## config.mk

```make
export PLATFORM = sky130hd
export DESIGN_NAME = order_ptr_ctrl
export DESIGN_NICKNAME = d
export VERILOG_FILES = /design/src/rtl/order_ptr_ctrl.sv
export SDC_FILE = /design/constraint.sdc
export NUM_CORES = 1
export LEC_CHECK = 0
export CAP_MARGIN = 30
export CORE_ASPECT_RATIO = 0.7
export CORE_UTILIZATION = 40
export DETAILED_ROUTE_END_ITERATION = 7
export DONT_BUFFER_PORTS = 1
export SLEW_MARGIN = 0
export SYNTH_ARGS = -nofsm -noshare
export SYNTH_HDL_FRONTEND = slang
export SYNTH_SLANG_ARGS = --single-unit
export TNS_END_PERCENT = 100
```

## constraint.sdc

```tcl
create_clock -name i_clk -period 3.06 [get_ports i_clk]
set_input_delay 0.459 -clock i_clk [delete_from_list [all_inputs] [get_ports i_clk]]
set_output_delay 0.459 -clock i_clk [all_outputs]
set_load 0.005 [all_outputs]
```

## src/rtl/order_ptr_ctrl.sv

```systemverilog
// order_ptr_ctrl: four-pointer sequencer for a circular transaction buffer.
// An entry moves through allocate (head), issue (neck), acknowledge (torso)
// and retire (tail). Each stage may advance only onto an entry that the stage
// ahead of it has already released. One slot is always kept empty, so that
// head == tail means the buffer is empty.
module order_ptr_ctrl #(
    parameter int LGFIFO = 8
) (
    input  logic              i_clk,
    input  logic              i_reset_n,
    input  logic              i_clear,
    input  logic              i_push,
    input  logic              i_issue,
    input  logic              i_ack,
    input  logic              i_pop,
    output logic [LGFIFO-1:0] o_head,
    output logic [LGFIFO-1:0] o_neck,
    output logic [LGFIFO-1:0] o_torso,
    output logic [LGFIFO-1:0] o_tail,
    output logic              o_push_ok,
    output logic              o_issue_ok,
    output logic              o_ack_ok,
    output logic              o_pop_ok,
    output logic [LGFIFO-1:0] o_fill,
    output logic [LGFIFO-1:0] o_inflight,
    output logic              o_err
);

    localparam logic [LGFIFO-1:0] PTR_ONE  = {{(LGFIFO-1){1'b0}}, 1'b1};
    localparam logic [LGFIFO-1:0] PTR_ZERO = '0;

    logic [LGFIFO-1:0] head_q,  head_d;
    logic [LGFIFO-1:0] neck_q,  neck_d;
    logic [LGFIFO-1:0] torso_q, torso_d;
    logic [LGFIFO-1:0] tail_q,  tail_d;
    logic              err_q,   err_d;

    logic push_ok, issue_ok, ack_ok, pop_ok;
    logic push_go, issue_go, ack_go, pop_go;
    logic rejected;

    // Grants and status come straight from the registered pointers, so a
    // request sees only pre-edge state (no same-cycle bypass between stages).
    always_comb begin
        push_ok  = (head_q + PTR_ONE) != tail_q;
        issue_ok = neck_q  != head_q;
        ack_ok   = torso_q != neck_q;
        pop_ok   = tail_q  != torso_q;

        push_go  = i_push  && push_ok;
        issue_go = i_issue && issue_ok;
        ack_go   = i_ack   && ack_ok;
        pop_go   = i_pop   && pop_ok;

        rejected = (i_push  && !push_ok)  ||
                   (i_issue && !issue_ok) ||
                   (i_ack   && !ack_ok)   ||
                   (i_pop   && !pop_ok);
    end

    // Next-state: flush wins over every advance; otherwise each pointer
    // steps by one when granted and the error flag accumulates rejections.
    always_comb begin
        head_d  = head_q;
        neck_d  = neck_q;
        torso_d = torso_q;
        tail_d  = tail_q;
        err_d   = err_q;

        if (i_clear) begin
            head_d  = PTR_ZERO;
            neck_d  = PTR_ZERO;
            torso_d = PTR_ZERO;
            tail_d  = PTR_ZERO;
            err_d   = 1'b0;
        end else begin
            if (push_go)  head_d  = head_q  + PTR_ONE;
            if (issue_go) neck_d  = neck_q  + PTR_ONE;
            if (ack_go)   torso_d = torso_q + PTR_ONE;
            if (pop_go)   tail_d  = tail_q  + PTR_ONE;
            if (rejected) err_d   = 1'b1;
        end
    end

    // Pointer and error registers, cleared asynchronously.
    always_ff @(posedge i_clk or negedge i_reset_n) begin
        if (!i_reset_n) begin
            head_q  <= PTR_ZERO;
            neck_q  <= PTR_ZERO;
            torso_q <= PTR_ZERO;
            tail_q  <= PTR_ZERO;
            err_q   <= 1'b0;
        end else begin
            head_q  <= head_d;
            neck_q  <= neck_d;
            torso_q <= torso_d;
            tail_q  <= tail_d;
            err_q   <= err_d;
        end
    end

    // Output mapping; differences wrap modulo the buffer depth.
    always_comb begin
        o_head     = head_q;
        o_neck     = neck_q;
        o_torso    = torso_q;
        o_tail     = tail_q;
        o_push_ok  = push_ok;
        o_issue_ok = issue_ok;
        o_ack_ok   = ack_ok;
        o_pop_ok   = pop_ok;
        o_fill     = head_q - tail_q;
        o_inflight = neck_q - torso_q;
        o_err      = err_q;
    end

endmodule
```

==> metrics, run 1 <==
unrepaired setup endpoints after global routing false; WL per Instance 16.9 um; FMAX 350 MHz; combinational fraction of design power 48.4%; Synth Instances 313; top_reg_cell synth dfrtp_1; die height 70.8 um; CP delay by family, top simple AND/OR/NAND/NOR gates; ys async rst share 100%; synth warn 0; most common cell in the netlist nor2_1; fillcell total 643; initial antenna violation count 0; clock transition at the registers of the reported paths roughly 70 ps; nets 343; Post-synth EDFFs 0; ANT cells 0; via-per-instance ratio 5.20; Tot Pwr 0.00179 W; largest net degree at the start of global routing 38; crit start category flip-flop; WP data arrival 2400 ps; pwr/cell area between 600 and 700 nW/um^2; kind of critical path flip-flop to output port; Root Driver clkbuf_8; count of cell types in the netlist 47; worst-path fanout max 13; remaining antenna violation count 0; Inserted Clock Buffers 5; clk buf depth 2; CP bufs+invs 2; Worst Setup End Kind output port; I/O pin cnt 60; CP max stage delay 620 ps; minimum clock period 2860 ps; total track usage approximately a fifth; leakage 1.30 nW; max-capacitance violation count 0; Syn Area/Cell 8.65 sq um; number of global-route vias before repair 2,097; TritonCTS clock tree yes; status finished, final reports clean; first-pass GRT wire length 11,400 um; Final Hold Fails 0; Net Sw Frac 42.5%; multi-input logic area 1680 sq um; Row Count 24; synthesized area between 2000 and 3000 sq um; DRT Pass-1 Iters 4; grt total ovfl 0; Post-route DRC 0; post-CTS setup buffers 0; Sequential Power Share 31.2%; area grow syn2layout 7.86%; clock tree sinks 33; Clock Power Share 20.4%; final wirelength a little under 7000 um; die width 100 um; required time worst endpoint 2600 ps; Post-synth top cells 39 x nor2_1, 36 x xnor2_1, 35 x inv_1, 33 x dfrtp_1, 19 x xor2_1; Worst-Margin Slew approximately 450 ps; crit-path cells nand4_1, o21ai_0, or4b_1, nor4_2, buf_4, inv_1; initial core utilization 42.5%; via count 2,120; Max-Slew Margin vs Limit 69.7%; Fin Setup TNS 0 ps; Net Switching 0.000760 W; Seq/Total Area, Yosys 30.5%; post-DP HPWL between 5000 and 6000 um; fin. max-slew vios 0; layout cells sized above 1 10.4%; slowest CP cell dfrtp_1; final worst path period share approximately 93%; initial detailed-routing violation count 131; Area contributors post-synth dfrtp_1 31%, xnor2_1 12%, ha_1 8.3%; Clock H-tree levels 2; Hold Crit Class input port to flip-flop; share of the synthesized area in the top cell type between 30% and 40%; #FFs+latches synth 33; clk_lat worst skew 280 ps; Synth Net Count 340; gpl congestion 0.875; IO Port Bufs 0; Seq. cell area 828 sq um; Die ar. about 7000 sq um; core area 6370 sq um; final setup vio count 0; clock skew 7.00 ps; cell-internal power 0.00103 W; post-synth top area cell dfrtp_1; IR drop worst, VDD 0.414 mV
-- worst paths after layout --
kind	slack, ps	endpoint	depth (start not counted)	start
max in group asynchronous	2240	o_head[1]	2	i_reset_n
min	230	o_head[6]	1	i_clear
max reg2reg	520	o_head[7]	7	o_head[2]
min reg2reg	620	o_err	2	o_err
max	200	o_push_ok	6	o_head[2]
min in group asynchronous	610	o_tail[5]	2	i_reset_n
-- through the flow --
step	instances	hold WS [ps]	util, %	setup WS (ps)	instance area [sq um]
floorplan	313	163	-	548	2710
global placement	398	164	43.8	491	2790
detailed placement	398	164	43.8	436	2790
CTS	408	225	45.8	95.3	2920
global route	408	218	45.9	29.9	2920
finish	408	232	45.9	205	2920
-- cell type report --
type                    instances  area share [%]
multi-input cells             234            57.4
flip-flops and latches         33            28.4
inverters                      35            4.50
well taps                      91            3.90
clock buffers                   7            3.30
repair buffers                  7            2.31
clock inverters                 1           0.171
-- repair_timing --
| item | in CTS | in global routing |
|---|---|---|
| endpoints found under the hold margin | 33 | 0 |
| hold buffers | 2 | 0 |
| gates resized for setup | 0 | 2 |
| endpoints found under the setup margin | 0 | 1 |
-- cells by family (layout without fill, tap and decap cells) --
group | count (synthesis) | after routing | synth area share, %
AO/OA/AOI/OAI | 42 | 42 | 9.89
XOR/XNOR | 55 | 55 | 17.8
adder cells (fa/ha/maj) | 20 | 20 | 9.80
buffers and inverters | 46 | 50 | 7.54
flip-flops | 33 | 33 | 30.5
multiplexers | 6 | 6 | 2.77
AND/OR/NAND/NOR | 111 | 111 | 21.7
-- worst reg2reg max path: stages (launching register included) --
cell and delay (ps):
dfrtp_1 620, nand3_1 270, or2_2 350, a21oi_1 200
nor4_2 80, buf_4 180, or4_2 610, a21oi_1 170
-- registers in the layout, indices dropped and copies added, names as in the netlist --
signal,flops
o_head,8
o_err,1
o_neck,8
o_torso,8
o_tail,8
-- routing by layer --
metal  global-route usage (%)  routed length, um  up-vias
met5                        0                  0        -
met4                     3.86                 22        0
met3                     6.72                642        2
met2                     28.1               2740       73
met1                     32.2               3490      980
li1                         -                  -     1065
-- cells in the final DEF, fill, tap and decap left out, drive strengths merged, types with 4 or more instances in the layout --
cell type / Yosys / routed
nor3: 5 / 5
or4: 5 / 5
inv: 35 / 35
nor2b: 6 / 6
nor2: 41 / 41
nand3: 10 / 10
clkbuf: 7 / 7
buf: 4 / 6
xnor2: 36 / 36
ha: 18 / 18
xor2: 19 / 19
o21ai: 11 / 11
nand2: 12 / 12
dfrtp: 33 / 33
a21oi: 15 / 15
or3: 4 / 4
nor4: 10 / 10
nand4: 6 / 6
-- power by group through the flow --
stage	clock, W	sequential (W)	combinational (W)
after floorplan	0	0.000546	0.000701
after global placement	0	0.000566	0.000839
after detailed placement	0	0.000567	0.000858
after CTS	0.000377	0.000559	0.000875
after global routing	0.000394	0.000570	0.000995
final	0.000365	0.000560	0.000866
(Power assumes the default switching activity.)
==> run 2, diff against run 1 <==
--- a/config.mk
+++ b/config.mk
@@ -7,9 +7,11 @@
 export LEC_CHECK = 0
 export CAP_MARGIN = 30
 export CORE_ASPECT_RATIO = 0.7
+export CORE_MARGIN = 2
 export CORE_UTILIZATION = 40
 export DETAILED_ROUTE_END_ITERATION = 7
 export DONT_BUFFER_PORTS = 1
+export SETUP_SLACK_MARGIN = 0.2
 export SLEW_MARGIN = 0
 export SYNTH_ARGS = -nofsm -noshare
 export SYNTH_HDL_FRONTEND = slang
==> run 2 against run 1 <==
- core utilization decreased by 0.80 points
- first-iteration DRC count fell by 50%
- total power rose by 6.5%
- clock power rose by 18%
- global-route usage down 0.85 points
- sequential power down 2%
- register-to-register slack got worse by 110 ps
- critical path type unchanged
- flip-flop and latch count is the same
- design area rose by 2.8%
==> metrics, run 2 (synthesis gave the netlist of run 1 again) <==
origin of the worst setup path o_head[0]; clk buf depth 2 (unchanged); WP data arrival 2320 ps (-80 ps); TritonCTS clock tree yes; Hold Crit Class input port to flip-flop; gpl congestion 0.855 (-2.3%); Inserted Clock Buffers 5 (unchanged); r2r startpoint o_head[3]; WL per Instance 16.9 um (+0.10%); Worst Setup End Kind output port; initial detailed-routing violation count 65 (-50%); Critical Path Sink o_push_ok; die height 72.8 um (+2.8%); most frequent cells in the layout 39 x nor2_1, 36 x xnor2_1, 35 x inv_1, 30 x dfrtp_1, 19 x xor2_1; Root Driver clkbuf_8; via-per-instance ratio 5.28 (+1.6%); kind of critical path flip-flop to output port; die width 102 um (+2.0%); via count 2,211 (+4.3%); Worst-Margin Slew 392 ps (-62.6 ps); cell-internal power 0.00112 W (+8.8%); status finished, final reports clean; Max-Slew Margin vs Limit 73.2% (+3.5 points); Clock H-tree levels 2 (unchanged); M1 WL 3510 um (+0.57%); IR drop worst, VDD 0.204 mV (-51%); Worst Reg-to-Reg Cells 8 (+1); WHS 235 ps (+2.07 ps); Final Hold Fails 0 (unchanged); combinational fraction of design power 48.9% (+0.5 points); layout cells sized above 1 12.9% (+2.5 points); Post-route DRC 0 (unchanged); FMAX 360 MHz (+2.7%); initial core utilization 40.6% (-1.9 points); routed wl met2 2850 um (+3.9%); final setup vio count 0 (unchanged); max-capacitance violation count 0 (unchanged); clock skew 10.0 ps (+3.00 ps); Clock Power Share 22.5% (+2.1 points); fillcell total 649 (+0.93%); largest net degree at the start of global routing 38 (unchanged); Row Count 25 (+4.2%); Fin Setup TNS 0 ps (unchanged); clk_lat worst skew 280 ps (about the same); area grow syn2layout 10.9%; worst-path fanout max 8 (-5); met3 wire len 673 um (+4.8%); total track usage 20.0% (-0.85 points); unrepaired setup endpoints after global routing true; uppermost routed layer met4; Reg2Reg Setup Slack 410 ps (-110 ps); minimum clock period 2780 ps (-75.9 ps); IO Port Bufs 0 (unchanged); most common cell after layout, fill and taps aside nor2_1; ANT cells 0 (unchanged); Placed Cells 408 (+2.5%); Worst R2R End o_head[6]; number of global-route vias before repair 2,098 (+0.048%); Net Switching 0.000786 W (+3.4%); Die ar. 7450 sq um (+4.9%); DRT Pass-1 Iters 4 (unchanged); multi-input logic area 1680 sq um (+0.15%); nets 351 (+2.3%); Net Sw Frac 41.2% (-1.2 points); Sequential Power Share 28.6% (-2.6 points); core area 6660 sq um (+4.7%); crit start category flip-flop; leakage 1.35 nW (+3.5%); post-DP HPWL 5490 um (+3.5%); I/O pin cnt 60 (unchanged); initial antenna violation count 0 (unchanged); grt total ovfl 0 (unchanged); remaining antenna violation count 0 (unchanged); final worst path period share 90.8% (-2.5 points); Seq. cell area 830 sq um (+0.15%); first-pass GRT wire length 11,500 um (+0.79%); Layout Cells excl Fill 419 (+2.7%); HP Start i_clear; fin. max-slew vios 0 (unchanged); required time worst endpoint 2600 ps (about the same); clock tree sinks 33 (unchanged); clock transition at the registers of the reported paths 70 ps (about the same); pwr/cell area 636 nW/um^2 (+3.6%); final wirelength 7090 um (+2.8%)
==> run 2: cell types whose count changed in the layout (fill, tap and decap cells not counted) <==
cell,delta
dfrtp_1,-1
fa_2,+1
clkbuf_1,+1
dfrtp_2,+1
o21ai_1,+2
o21ai_0,-2
buf_4,+8
clkbuf_8,-1
bufinv_16,+1
fa_1,-1
clkinv_2,-1
==> run 2: final cells by class <==
type	count	area share (%)
clock buffers	7	2.88
clock inverters	1	1.00
inverters	35	4.38
multi-input cells	234	55.9
flip-flops and latches	33	27.6
well taps	94	3.92
repair buffers	15	4.25
==> run 2: worst min-delay path by stage <==
stage,to,cells after the start
after floorplan,o_err,0
after global placement,o_tail[2],0
final,o_head[7],1
after global routing,o_tail[3],1
after CTS,o_tail[2],1
after detailed placement,o_tail[6],0
==> run 2: worst max-delay path, cell delays in order (launching register included) <==
cell     delay (ps)
dfrtp_2         490
ha_1            350
xnor2_1         140
nand2_1          60
or4b_1          490
nor4_2          290
buf_4           170
inv_1            50
==> run 2: repair_timing <==
item | 4_1_cts | 5_1_grt
resized for setup | 1 | 5
hold endpoints to repair | 33 | 4
hold buffers | 1 | 1
setup buffers | 1 | 0
setup endpoints to repair | 1 | 5
pin swaps | 0 | 1
==> run 2: metrics by stage <==
step	power (W)	setup slack (ps)	area, sq um	util (%)
after detailed placement	0.00144	389	2840	42.6
final	0.00191	281	3000	45.1
after global placement	0.00141	436	2840	42.6
after CTS	0.00191	277	2990	44.8
after global routing	0.00207	149	3000	45.1
after floorplan	0.00125	548	2710	-
==> run 2: routing by layer <==
layer  vias to the layer above  global-route usage, %
met5                         -                      0
met4                         0                   3.56
met3                         8                   8.91
met2                        58                   28.1
met1                      1064                   28.7
li1                       1081                      -
==> run 2: power by group through the flow <==
stage               clock network, W  registers (W)  logic [W]
CTS                         0.000438       0.000546   0.000926
global placement                   0       0.000553   0.000860
finish                      0.000429       0.000547   0.000933
global route                0.000460       0.000556    0.00105
floorplan                          0       0.000546   0.000701
detailed placement                 0       0.000553   0.000883
==> run 3, diff against run 2 <==
--- a/config.mk
+++ b/config.mk
@@ -8,11 +8,13 @@
 export CAP_MARGIN = 30
 export CORE_ASPECT_RATIO = 0.7
 export CORE_MARGIN = 2
-export CORE_UTILIZATION = 40
+export CORE_UTILIZATION = 55
+export CTS_BUF_LIST = sky130_fd_sc_hd__clkbuf_8 sky130_fd_sc_hd__clkbuf_16
 export DETAILED_ROUTE_END_ITERATION = 7
 export DONT_BUFFER_PORTS = 1
+export PLACE_DENSITY = 0.7
 export SETUP_SLACK_MARGIN = 0.2
-export SLEW_MARGIN = 0
+export SLEW_MARGIN = 30
 export SYNTH_ARGS = -nofsm -noshare
 export SYNTH_HDL_FRONTEND = slang
 export SYNTH_SLANG_ARGS = --single-unit
==> run 3 against run 2 <==
- non-clock buffer count down 6
- final cell count down 7.4%
- design area shrank 3.4%
- clock skew shrank 3.7 ps
- largest power group unchanged
==> metrics, run 3 (synthesis gave the netlist of run 1 again) <==
FMAX 362 MHz (+0.67%); initial antenna violation count 0 (unchanged); most frequent cells in the layout 39 x nor2_1, 36 x inv_1, 36 x xnor2_1, 24 x dfrtp_1, 19 x xor2_1; final worst path period share 90.2% (-0.61 points); fin. max-slew vios 0 (unchanged); slowest CP cell or4b_1; WHS 217 ps (-17.9 ps); unrepaired setup endpoints after global routing false; Row Count 21 (-16%); WL per Instance 17.4 um (+2.6%); minimum clock period 2760 ps (-18.6 ps); grt total ovfl 0 (unchanged); CP bufs+invs 2 (unchanged); Placed Cells 377 (-7.6%); Clock H-tree levels 2 (unchanged); gpl congestion 0.904 (+5.7%); leakage 1.29 nW (-4.1%); worst-path fanout max 7 (-1); required time worst endpoint 2600 ps (about the same); via-per-instance ratio 5.69 (+7.8%); Die ar. 5510 sq um (-26%); total track usage 25.8% (+5.8 points); Root Driver clkbuf_8; crit-path cells ha_2, xnor2_1, nand2_1, or4b_1, nor4_2, buf_4, inv_1; ANT cells 0 (unchanged); placed inst area 2770 sq um (-2.7%); number of global-route vias before repair 2,154 (+2.7%); post-DP HPWL 5000 um (-8.9%); largest net degree at the start of global routing 38 (unchanged); IR drop worst, VDD 0.352 mV (+72%); core area 4760 sq um (-29%); Tot Pwr 0.00178 W (-6.8%); final setup vio count 0 (unchanged); initial detailed-routing violation count 125 (+92%); Worst-Margin Slew 442 ps (+49.7 ps); Max-Slew Margin vs Limit 70.3% (-2.9 points); DRT Pass-1 Iters 4 (unchanged); final wirelength 6740 um (-5.0%); first-pass GRT wire length 11,100 um (-3.7%); CP delay by family, top simple AND/OR/NAND/NOR gates; status finished, final reports clean; remaining antenna violation count 0 (unchanged); clock transition at the registers of the reported paths 70 ps (about the same); area grow syn2layout 7.12%; Post-route DRC 0 (unchanged); Hold Crit Class input port to flip-flop; max-capacitance violation count 0 (unchanged); CP max stage delay 470 ps (-20 ps); layout cells sized above 1 13.2% (+0.24 points); crit start category flip-flop; TritonCTS clock tree yes; clock skew 6.35 ps (-3.66 ps); pwr/cell area 613 nW/um^2 (-3.5%); clk buf depth 2 (unchanged); Fin Setup TNS 0 ps (unchanged); I/O pin cnt 60 (unchanged); IO Port Bufs 0 (unchanged); Final Hold Fails 0 (unchanged); die width 87.8 um (-14%); Worst Setup End Kind output port; post-route design area 2900 sq um (-3.4%); clock tree sinks 33 (unchanged); via count 2,208 (-0.14%); die height 62.7 um (-14%); WP data arrival 2300 ps (-20 ps); nets 345 (-1.7%); kind of critical path flip-flop to output port; clk_lat worst skew 290 ps (about the same); Layout Cells excl Fill 388 (-7.4%); most common cell after layout, fill and taps aside nor2_1; Inserted Clock Buffers 5 (unchanged); initial core utilization 56.9% (+16 points)
run 3: cell count changes in the layout (fill, tap and decap cells not counted), sizes merged:
| cell | change |
|---|---|
| buf | -6 |
| inv | +1 |
| bufinv | -1 |
| clkbuf | -2 |
| clkinv | +2 |
run 3: per-stage QoR:
step           setup slack (ps)  utilization (%)
2_1_floorplan               548                -
3_3_place_gp                581             58.1
3_5_place_dp                544             58.1
4_1_cts                     207             60.5
5_1_grt                     202             61.0
6_report                    299             61.0
run 3: worst paths after layout:
path / startpoint / cells after the start / slack [ps] / endpoint
max in group asynchronous: i_reset_n / 2 / 2250 / o_neck[0]
hold reg to reg: o_err / 2 / 630 / o_err
setup reg to reg: o_head[0] / 8 / 660 / o_head[0]
setup / recovery: o_head[0] / 7 / 300 / o_push_ok
hold / removal: i_clear / 1 / 220 / o_head[2]
min in group asynchronous: i_reset_n / 2 / 620 / o_torso[3]
run 3: what timing repair did:
item                       4_1_cts  5_1_grt
hold endpoints to repair        33        0
setup buffers                    0        1
gates resized for setup          0       12
setup endpoints to repair        0        6
hold buffers                     2        0
run 3: cell type report:
| type | count | area (sq um) |
|---|---|---|
| fill | 416 | 1860 |
| multi-input combinational | 234 | 1680 |
| sequential | 33 | 837 |
| inverter | 35 | 131 |
| tap | 69 | 86.3 |
| timing repair buffer | 9 | 82.6 |
| clock buffer | 5 | 68.8 |
| clock inverter | 3 | 13.8 |
run 3: routing by layer:
metal	track usage, %	wire length (um)
met1	38.8	3250
met5	0	0
met3	5.81	475
met2	37.3	2990
met4	6.54	26
run 3: power by group:
group          total, W  switching [W]  internal, W
sequential     0.000541      0.0000661     0.000475
clock          0.000319       0.000165     0.000154
combinational  0.000918       0.000530     0.000388
